<file path="src/rtl/mem_port_arbiter.sv">
// mem_port_arbiter
//   Shares one synchronous single-port RAM between the CPU load/store unit
//   and the VGA pixel fetcher. VGA wins by fixed priority. A starvation guard
//   forces a CPU slot after MAX_STREAK back-to-back VGA wins while the CPU is
//   waiting. The winning command is registered onto the RAM port, and read
//   data is routed back to whichever requester issued the read.
//
// Ports
//   CLOCK_50    in   system clock, all state on posedge
//   reset       in   synchronous, active-high
//   cpu_req     in   CPU request, held until cpu_ready
//   cpu_we      in   1 = store, 0 = load
//   cpu_addr    in   CPU word address
//   cpu_wdata   in   store data
//   cpu_ready   out  CPU request accepted this cycle (combinational)
//   cpu_rvalid  out  load data valid on cpu_rdata (single-cycle pulse)
//   cpu_rdata   out  load data
//   vga_req     in   pixel-word read request, held until vga_ready
//   vga_addr    in   pixel word address
//   vga_ready   out  VGA request accepted this cycle (combinational)
//   vga_rvalid  out  pixel data valid (single-cycle pulse)
//   vga_rdata   out  pixel data
//   mem_en      out  RAM enable (registered)
//   mem_we      out  RAM write enable (registered)
//   mem_addr    out  RAM address (registered)
//   mem_wdata   out  RAM write data (registered)
//   mem_rdata   in   RAM read data, valid the cycle after mem_en & !mem_we

module mem_port_arbiter #(
  parameter int AW         = 12,
  parameter int DW         = 32,
  parameter int MAX_STREAK = 4
) (
  input  logic          CLOCK_50,
  input  logic          reset,
  input  logic          cpu_req,
  input  logic          cpu_we,
  input  logic [AW-1:0] cpu_addr,
  input  logic [DW-1:0] cpu_wdata,
  output logic          cpu_ready,
  output logic          cpu_rvalid,
  output logic [DW-1:0] cpu_rdata,
  input  logic          vga_req,
  input  logic [AW-1:0] vga_addr,
  output logic          vga_ready,
  output logic          vga_rvalid,
  output logic [DW-1:0] vga_rdata,
  output logic          mem_en,
  output logic          mem_we,
  output logic [AW-1:0] mem_addr,
  output logic [DW-1:0] mem_wdata,
  input  logic [DW-1:0] mem_rdata
);

  localparam int SW = $clog2(MAX_STREAK + 1);
  localparam logic [SW-1:0] STREAK_MAX = SW'(MAX_STREAK);

  typedef enum logic {
    OWNER_CPU = 1'b0,
    OWNER_VGA = 1'b1
  } owner_t;

  typedef struct packed {
    logic   valid;
    owner_t owner;
  } tag_t;

  logic [SW-1:0] streak;
  logic          force_cpu;
  logic          cpu_xfer;
  logic          vga_xfer;
  logic          rd_xfer;
  tag_t          tag_s1;
  tag_t          tag_s2;
  logic [DW-1:0] cpu_rdata_q;
  logic [DW-1:0] vga_rdata_q;

  // Grants are gated by reset so nothing can be accepted (and later return
  // data) while the block is being reset.
  always_comb begin
    force_cpu = cpu_req && (streak == STREAK_MAX);
    vga_ready = !reset && vga_req && !force_cpu;
    cpu_ready = !reset && cpu_req && (force_cpu || !vga_req);
  end

  assign cpu_xfer = cpu_req && cpu_ready;
  assign vga_xfer = vga_req && vga_ready;
  assign rd_xfer  = vga_xfer || (cpu_xfer && !cpu_we);

  // Address/data only follow the winner; while idle they keep their last
  // value since mem_en=0 makes them don't-care for the RAM.
  always_ff @(posedge CLOCK_50) begin
    if (reset) begin
      mem_en    <= 1'b0;
      mem_we    <= 1'b0;
      mem_addr  <= '0;
      mem_wdata <= '0;
    end else begin
      mem_en <= cpu_xfer || vga_xfer;
      mem_we <= cpu_xfer && cpu_we;
      if (cpu_xfer) begin
        mem_addr  <= cpu_addr;
        mem_wdata <= cpu_wdata;
      end else if (vga_xfer) begin
        mem_addr  <= vga_addr;
      end
    end
  end

  // Counts VGA wins that happened while the CPU was left waiting. Any CPU
  // win, or the CPU going quiet, restarts the count.
  always_ff @(posedge CLOCK_50) begin
    if (reset) begin
      streak <= '0;
    end else if (cpu_xfer || !cpu_req) begin
      streak <= '0;
    end else if (vga_xfer && (streak != STREAK_MAX)) begin
      streak <= streak + 1'b1;
    end
  end

  // Stage 1 lines up with the mem_* registers, stage 2 with the RAM output.
  // Clearing both on reset drops any read still in flight.
  always_ff @(posedge CLOCK_50) begin
    if (reset) begin
      tag_s1 <= '{valid: 1'b0, owner: OWNER_CPU};
      tag_s2 <= '{valid: 1'b0, owner: OWNER_CPU};
    end else begin
      tag_s1.valid <= rd_xfer;
      tag_s1.owner <= vga_xfer ? OWNER_VGA : OWNER_CPU;
      tag_s2       <= tag_s1;
    end
  end

  assign cpu_rvalid = tag_s2.valid && (tag_s2.owner == OWNER_CPU);
  assign vga_rvalid = tag_s2.valid && (tag_s2.owner == OWNER_VGA);

  // The RAM output is itself registered, so it is passed straight through in
  // the valid cycle; the holding registers keep each requester's last word
  // afterwards so one owner never sees the other's data.
  always_ff @(posedge CLOCK_50) begin
    if (reset) begin
      cpu_rdata_q <= '0;
      vga_rdata_q <= '0;
    end else begin
      if (cpu_rvalid) cpu_rdata_q <= mem_rdata;
      if (vga_rvalid) vga_rdata_q <= mem_rdata;
    end
  end

  assign cpu_rdata = cpu_rvalid ? mem_rdata : cpu_rdata_q;
  assign vga_rdata = vga_rvalid ? mem_rdata : vga_rdata_q;

endmodule

</file>
<file path="config.mk">
export PLATFORM = sky130hd
export DESIGN_NAME = mem_port_arbiter
export DESIGN_NICKNAME = d
export VERILOG_FILES = /design/src/rtl/mem_port_arbiter.sv
export SDC_FILE = /design/constraint.sdc
export NUM_CORES = 1
export LEC_CHECK = 0
export ABC_AREA = 1
export CAP_MARGIN = 20
export CORE_ASPECT_RATIO = 0.5
export CORE_MARGIN = 4
export CORE_UTILIZATION = 42
export CTS_BUF_LIST = sky130_fd_sc_hd__clkbuf_4 sky130_fd_sc_hd__clkbuf_8 sky130_fd_sc_hd__clkbuf_16
export CTS_CLUSTER_DIAMETER = 100
export CTS_CLUSTER_SIZE = 40
export DETAILED_ROUTE_END_ITERATION = 12
export HOLD_SLACK_MARGIN = 0.08
export PLACE_DENSITY = 0.8
export RECOVER_POWER = 50
export SETUP_SLACK_MARGIN = 0.5
export SYNTH_ARGS = -nofsm -noshare
export SYNTH_HDL_FRONTEND = slang
export SYNTH_SLANG_ARGS = --single-unit
</file>
<file path="constraint.sdc">
create_clock -name CLOCK_50 -period 1.5 [get_ports CLOCK_50]
set_input_delay 0.3 -clock CLOCK_50 [delete_from_list [all_inputs] [get_ports CLOCK_50]]
set_output_delay 0.3 -clock CLOCK_50 [all_outputs]
set_load 0.02 [all_outputs]
</file>
==> flow_summary.yaml, run 1 <==
floorplan:
  num_io_pins: 207
  die_w_um: 157
  start_util_pct: 44.4
  placementRows: 26
  die_h_um: 82.6
synth:
  synth_area_leaders: "dfxtp_1 50%, inv_1 9.2%, nand2_1 8.6%"
  synth_compound_area_share_pct: 9.99
  synth_edf_count: 0
  synthSimpleGateAreaFrac_pct: 25.7
  synth_seq_cells: 117
  synth_area_leader_cell: "dfxtp_1"
  synth-main-ff-cell: "dfxtp_1"
  seq_area_frac_synth_pct: 50.2
  synth-adder-area-share_pct: 0.536
  postSynthCellCount: 633
  synth_commonest_cells: "117 x dfxtp_1, 114 x inv_1, 107 x nand2_1"
  synth_cell_types: 29
  avgSynthCellArea_um2: 7.38
  synth_mux_area_share_pct: 0
  synthArstFlopShare_pct: 0
  syn-cell-area_um2: 4670
  synthesis.nets: 728
  yosys.cell_count.top_type: "dfxtp_1"
  synth_top_area_share_pct: 50.2
  synth_top_family_by_area: "simple AND/OR/NAND/NOR gates"
  synth_xor_area_share_pct: 0
  yosys_warnings: 0
placed_design:
  place_hpwl_um: 9930
  io_buffers: 206
  globalplace.congestion: 0.823
run_status:
  failing_step: "5_1_grt"
  status: "stopped before the end"
  error: "[ERROR GRT-0232] Routing congestion too high. Check the congestion heatmap in the GUI."
global_routing:
  grt_max_degree: 67
  grtUsageTotal_pct: 78.3
  antenna_found_initial: 3
  grt-ovfl-total: 274
sta:
  crit_endpoint: "cpu_rdata[3]"
  worstEpCategory: "top-level output"
clock_network:
  clock_sinks: 117
  clockBufferDepth: 2
  cts_root_buf: "clkbuf_16"
  htree_levels: 4
  cts_buffers: 17
stage by stage:
step	instance area, µm²	std cells	worst slack (ns)	hold slack, ns
CTS	8800	1054	-0.487	0.339
detailed placement	7490	991	-0.622	0.396
floorplan	5110	633	0.121	0.381
global placement	7490	991	-0.621	0.395
metal layers:
metal  global-route usage [%]  GRT overflow
met5                     7.14             0
met4                     89.6            88
met3                     61.0             2
met2                      100           183
met1                     74.1             1
cells by family after synthesis:
family / after synthesis
flops: 117
simple gates: 271
buf+inv: 153
fa+ha+maj: 2
compound gates: 90
what timing repair did:
action,in CTS
setup endpoints to repair,228
pin swaps,4
hold buffers,0
gates cloned,9
buffers inserted,23
resized for setup,750
==> inputs of run 2 (changes only) <==
Settings changed: CORE_ASPECT_RATIO 0.5 to default, CORE_UTILIZATION 42 to 40, CTS_BUF_LIST sky130_fd_sc_hd__clkbuf_4 sky130_fd_sc_hd__clkbuf_8 sky130_fd_sc_hd__clkbuf_16 to default, CTS_CLUSTER_DIAMETER 100 to default, CTS_CLUSTER_SIZE 40 to default, HOLD_SLACK_MARGIN 0.08 to default, PLACE_DENSITY 0.8 to default, PLACE_DENSITY_LB_ADDON from default to 0.15, SETUP_SLACK_MARGIN 0.5 to default.
==> run 2 against run 1 <==
Effect of this change:
- the flow now finishes, with violations (setup timing)
- synthesized area stayed put
- synthesized cell count did not move
==> flow_summary.yaml, run 2 <==
drt:
  dr_total_vias: 4920
  drt_iter0_markers: 262
  ant_nets: 0
  wl_per_cell_um: 13.9
  vias_per_cell: 4.64
  drc: 0
  wirelength_um: 14800
  firstDrtPassIters: 4
cells_and_area:
  drive_gt1_share_pct: 32.2
  final_util_pct: 70.5
  fin_nets: 999
  largestRegisters: "cpu_rdata_q (32), mem_wdata (32), vga_rdata_q (32)"
  final_common_cell: "dfxtp_1"
  stdcell_count: 1060
  areaGrowthSynthToFinish_pct: 72.3
  n_antenna_cell: 0
  nFillCells: 955
  final_cell_mix: "115 x dfxtp_1, 107 x inv_1, 99 x nand2_1, 89 x clkdlybuf4s50_1, 85 x buf_4"
synth:
  yosys.cell_count.top_type: "dfxtp_1"
  synth_area_leaders: "dfxtp_1 50%, inv_1 9.2%, nand2_1 8.6%"
  synthesis.nets: 728
  synth_area_leader_cell: "dfxtp_1"
  postSynthCellCount: 633
  seq_area_frac_synth_pct: 50.2
  avgSynthCellArea_um2: 7.38
  synth_top_area_share_pct: 50.2
  synth_edf_count: 0
  synth_cell_types: 29
  synth_seq_cells: 117
  synth_commonest_cells: "117 x dfxtp_1, 114 x inv_1, 107 x nand2_1"
  yosys_warnings: 0
  synth-main-ff-cell: "dfxtp_1"
  synthArstFlopShare_pct: 0
  syn-cell-area_um2: 4670
placed_design:
  globalplace.congestion: 0.779
  place_hpwl_um: 9590
  dp_cells: 1017
  io_buffers: 206
clock_network:
  clock_sinks: 117
  cts_tree: "done"
  cts_buffers: 17
  clock_latency_ns: 0.40
  clk_pin_slew_ns: 0.05
  cts_root_buf: "clkbuf_16"
  htree_levels: 4
  holdBufCountCts: 0
  clockBufferDepth: 2
power:
  peakVddDrop_v: 0.000697
  power_mw: 8.90
  p_per_area_nw_per_um2: 1110
  p_leak_nw: 4.52
worst_setup_path:
  r2r_cells: 10
  path_max_fanout: 11
  crit_path_frequent_cell: "inv_1"
  slowest_delay_ns: 0.33
  critPathRequiredTime_ns: 1.20
  worstSetupStartpoint: "tag_s2[1]"
  rr_startpoint: "streak[1]"
  crit_path_end_kind: "output port"
  crit_path_start_kind: "flop"
  worstSetupEndpoint: "cpu_rdata[26]"
  cp_data_arrival_time_ns: 1.63
  r2r_end: "mem_addr[11]"
  worstSetupPathType: "reg -> out"
  worst_path_max_delay_cell: "dfxtp_2"
  reg2reg_setup_slack_ns: -0.04
  crit_path_cell_trace: "inv_1 -> or2_4 -> clkbuf_16 -> o21ai_2 -> inv_1 -> buf_2"
run_status:
  violations: "setup timing"
  status: "finished, violations left"
floorplan:
  start_util_pct: 40.9
  die_area_um2: 13500
  die_w_um: 116
  num_io_pins: 207
  die_h_um: 116
  placementRows: 39
  core_um2: 11400
sta:
  setup-tns-final_ns: -25.67
  fmax_mhz: 518
  timing.final.crit_period_ns: 1.93
  worst_slack_ns: -0.429
  final_hold_viol_count: 0
  relSlewSlack_pct: 10.4
  drv_slew: 0
  setup_violations: 75
  fin_crit_sh_pct: 129
  grt_setup_unrepaired: "true"
  clock_skew_ns: 0.00896
  tightest_slew_ns: 1.34
hold_path:
  min_path_type: "in -> reg"
global_routing:
  grt_pass1_wl_um: 21700
  grt-ovfl-total: 0
  antenna_found_initial: 0
  grtUsageTotal_pct: 20.4
  grt_max_degree: 67
  grt_pass1_vias: 4708
flow_run:
  drv_cap: 0
==> run 2: cell counts after synthesis <==
No cell type changed its count.
==> run 2: logic make-up after synthesis <==
kind of cell | count (synthesis) | share of synthesized area [%]
buf+inv | 153 | 13.6
flops | 117 | 50.2
compound gates | 90 | 9.99
fa+ha+maj | 2 | 0.536
simple gates | 271 | 25.7
==> run 2: critical path: cells and delay by family (launching register included) <==
family / cells / cell delay, ns
flops: 1 / 0.33
compound gates: 1 / 0.15
simple gates: 1 / 0.30
buf+inv: 4 / 0.45
==> run 2: worst min-delay path by stage <==
| stage | from | end | slack (ns) | depth (start not counted) |
|---|---|---|---|---|
| floorplan | tag_s1[0] | tag_s2[0] | 0.39 | 2 |
| global placement | tag_s1[0] | tag_s2[0] | 0.40 | 2 |
| detailed placement | tag_s1[1] | tag_s2[1] | 0.40 | 2 |
| CTS | reset | streak[0] | 0.36 | 5 |
| global route | reset | streak[0] | 0.40 | 5 |
| finish | reset | streak[0] | 0.38 | 5 |
==> run 2: layout make-up <==
| class | count | area (µm²) | share of cell area (%) |
|---|---|---|---|
| sequential | 117 | 2340 | 29.1 |
| tap | 143 | 179 | 2.22 |
| clock inverter | 10 | 154 | 1.91 |
| timing repair buffer | 287 | 2470 | 30.7 |
| multi-input combinational | 363 | 1990 | 24.8 |
| clock buffer | 22 | 454 | 5.65 |
| inverter | 118 | 448 | 5.57 |
==> run 2: what timing repair did <==
action | in CTS | in global routing
pin swaps | 1 | 3
cloned | 1 | 2
gates resized for setup | 409 | 86
setup buffers | 1 | 7
setup endpoints to repair | 154 | 69
==> run 2: where the power goes <==
| part | switching, mW | total, mW | internal (mW) |
|---|---|---|---|
| clock network | 1.34 | 4.15 | 2.81 |
| registers | 0.0556 | 3.31 | 3.26 |
| logic | 0.761 | 1.44 | 0.680 |
| total | 2.15 | 8.90 | 6.75 |
==> run 2: through the flow <==
stage / hold WS (ns) / instance area [µm²] / setup WS, ns
after detailed placement: 0.396 / 7270 / -0.612
final: 0.384 / 8050 / -0.429
after global placement: 0.395 / 7270 / -0.589
after floorplan: 0.388 / 4670 / 0.0173
after global routing: 0.403 / 8050 / -0.492
after CTS: 0.360 / 7790 / -0.477
==> run 2: per-layer routing <==
metal	wire, µm	GRT usage (%)	share of wire, %
met5	0	0	0
met4	78	5.49	0.53
met3	1530	9.87	10
met2	7370	34.7	50
met1	5770	22.8	39
Power figures use the tool's default switching activity.
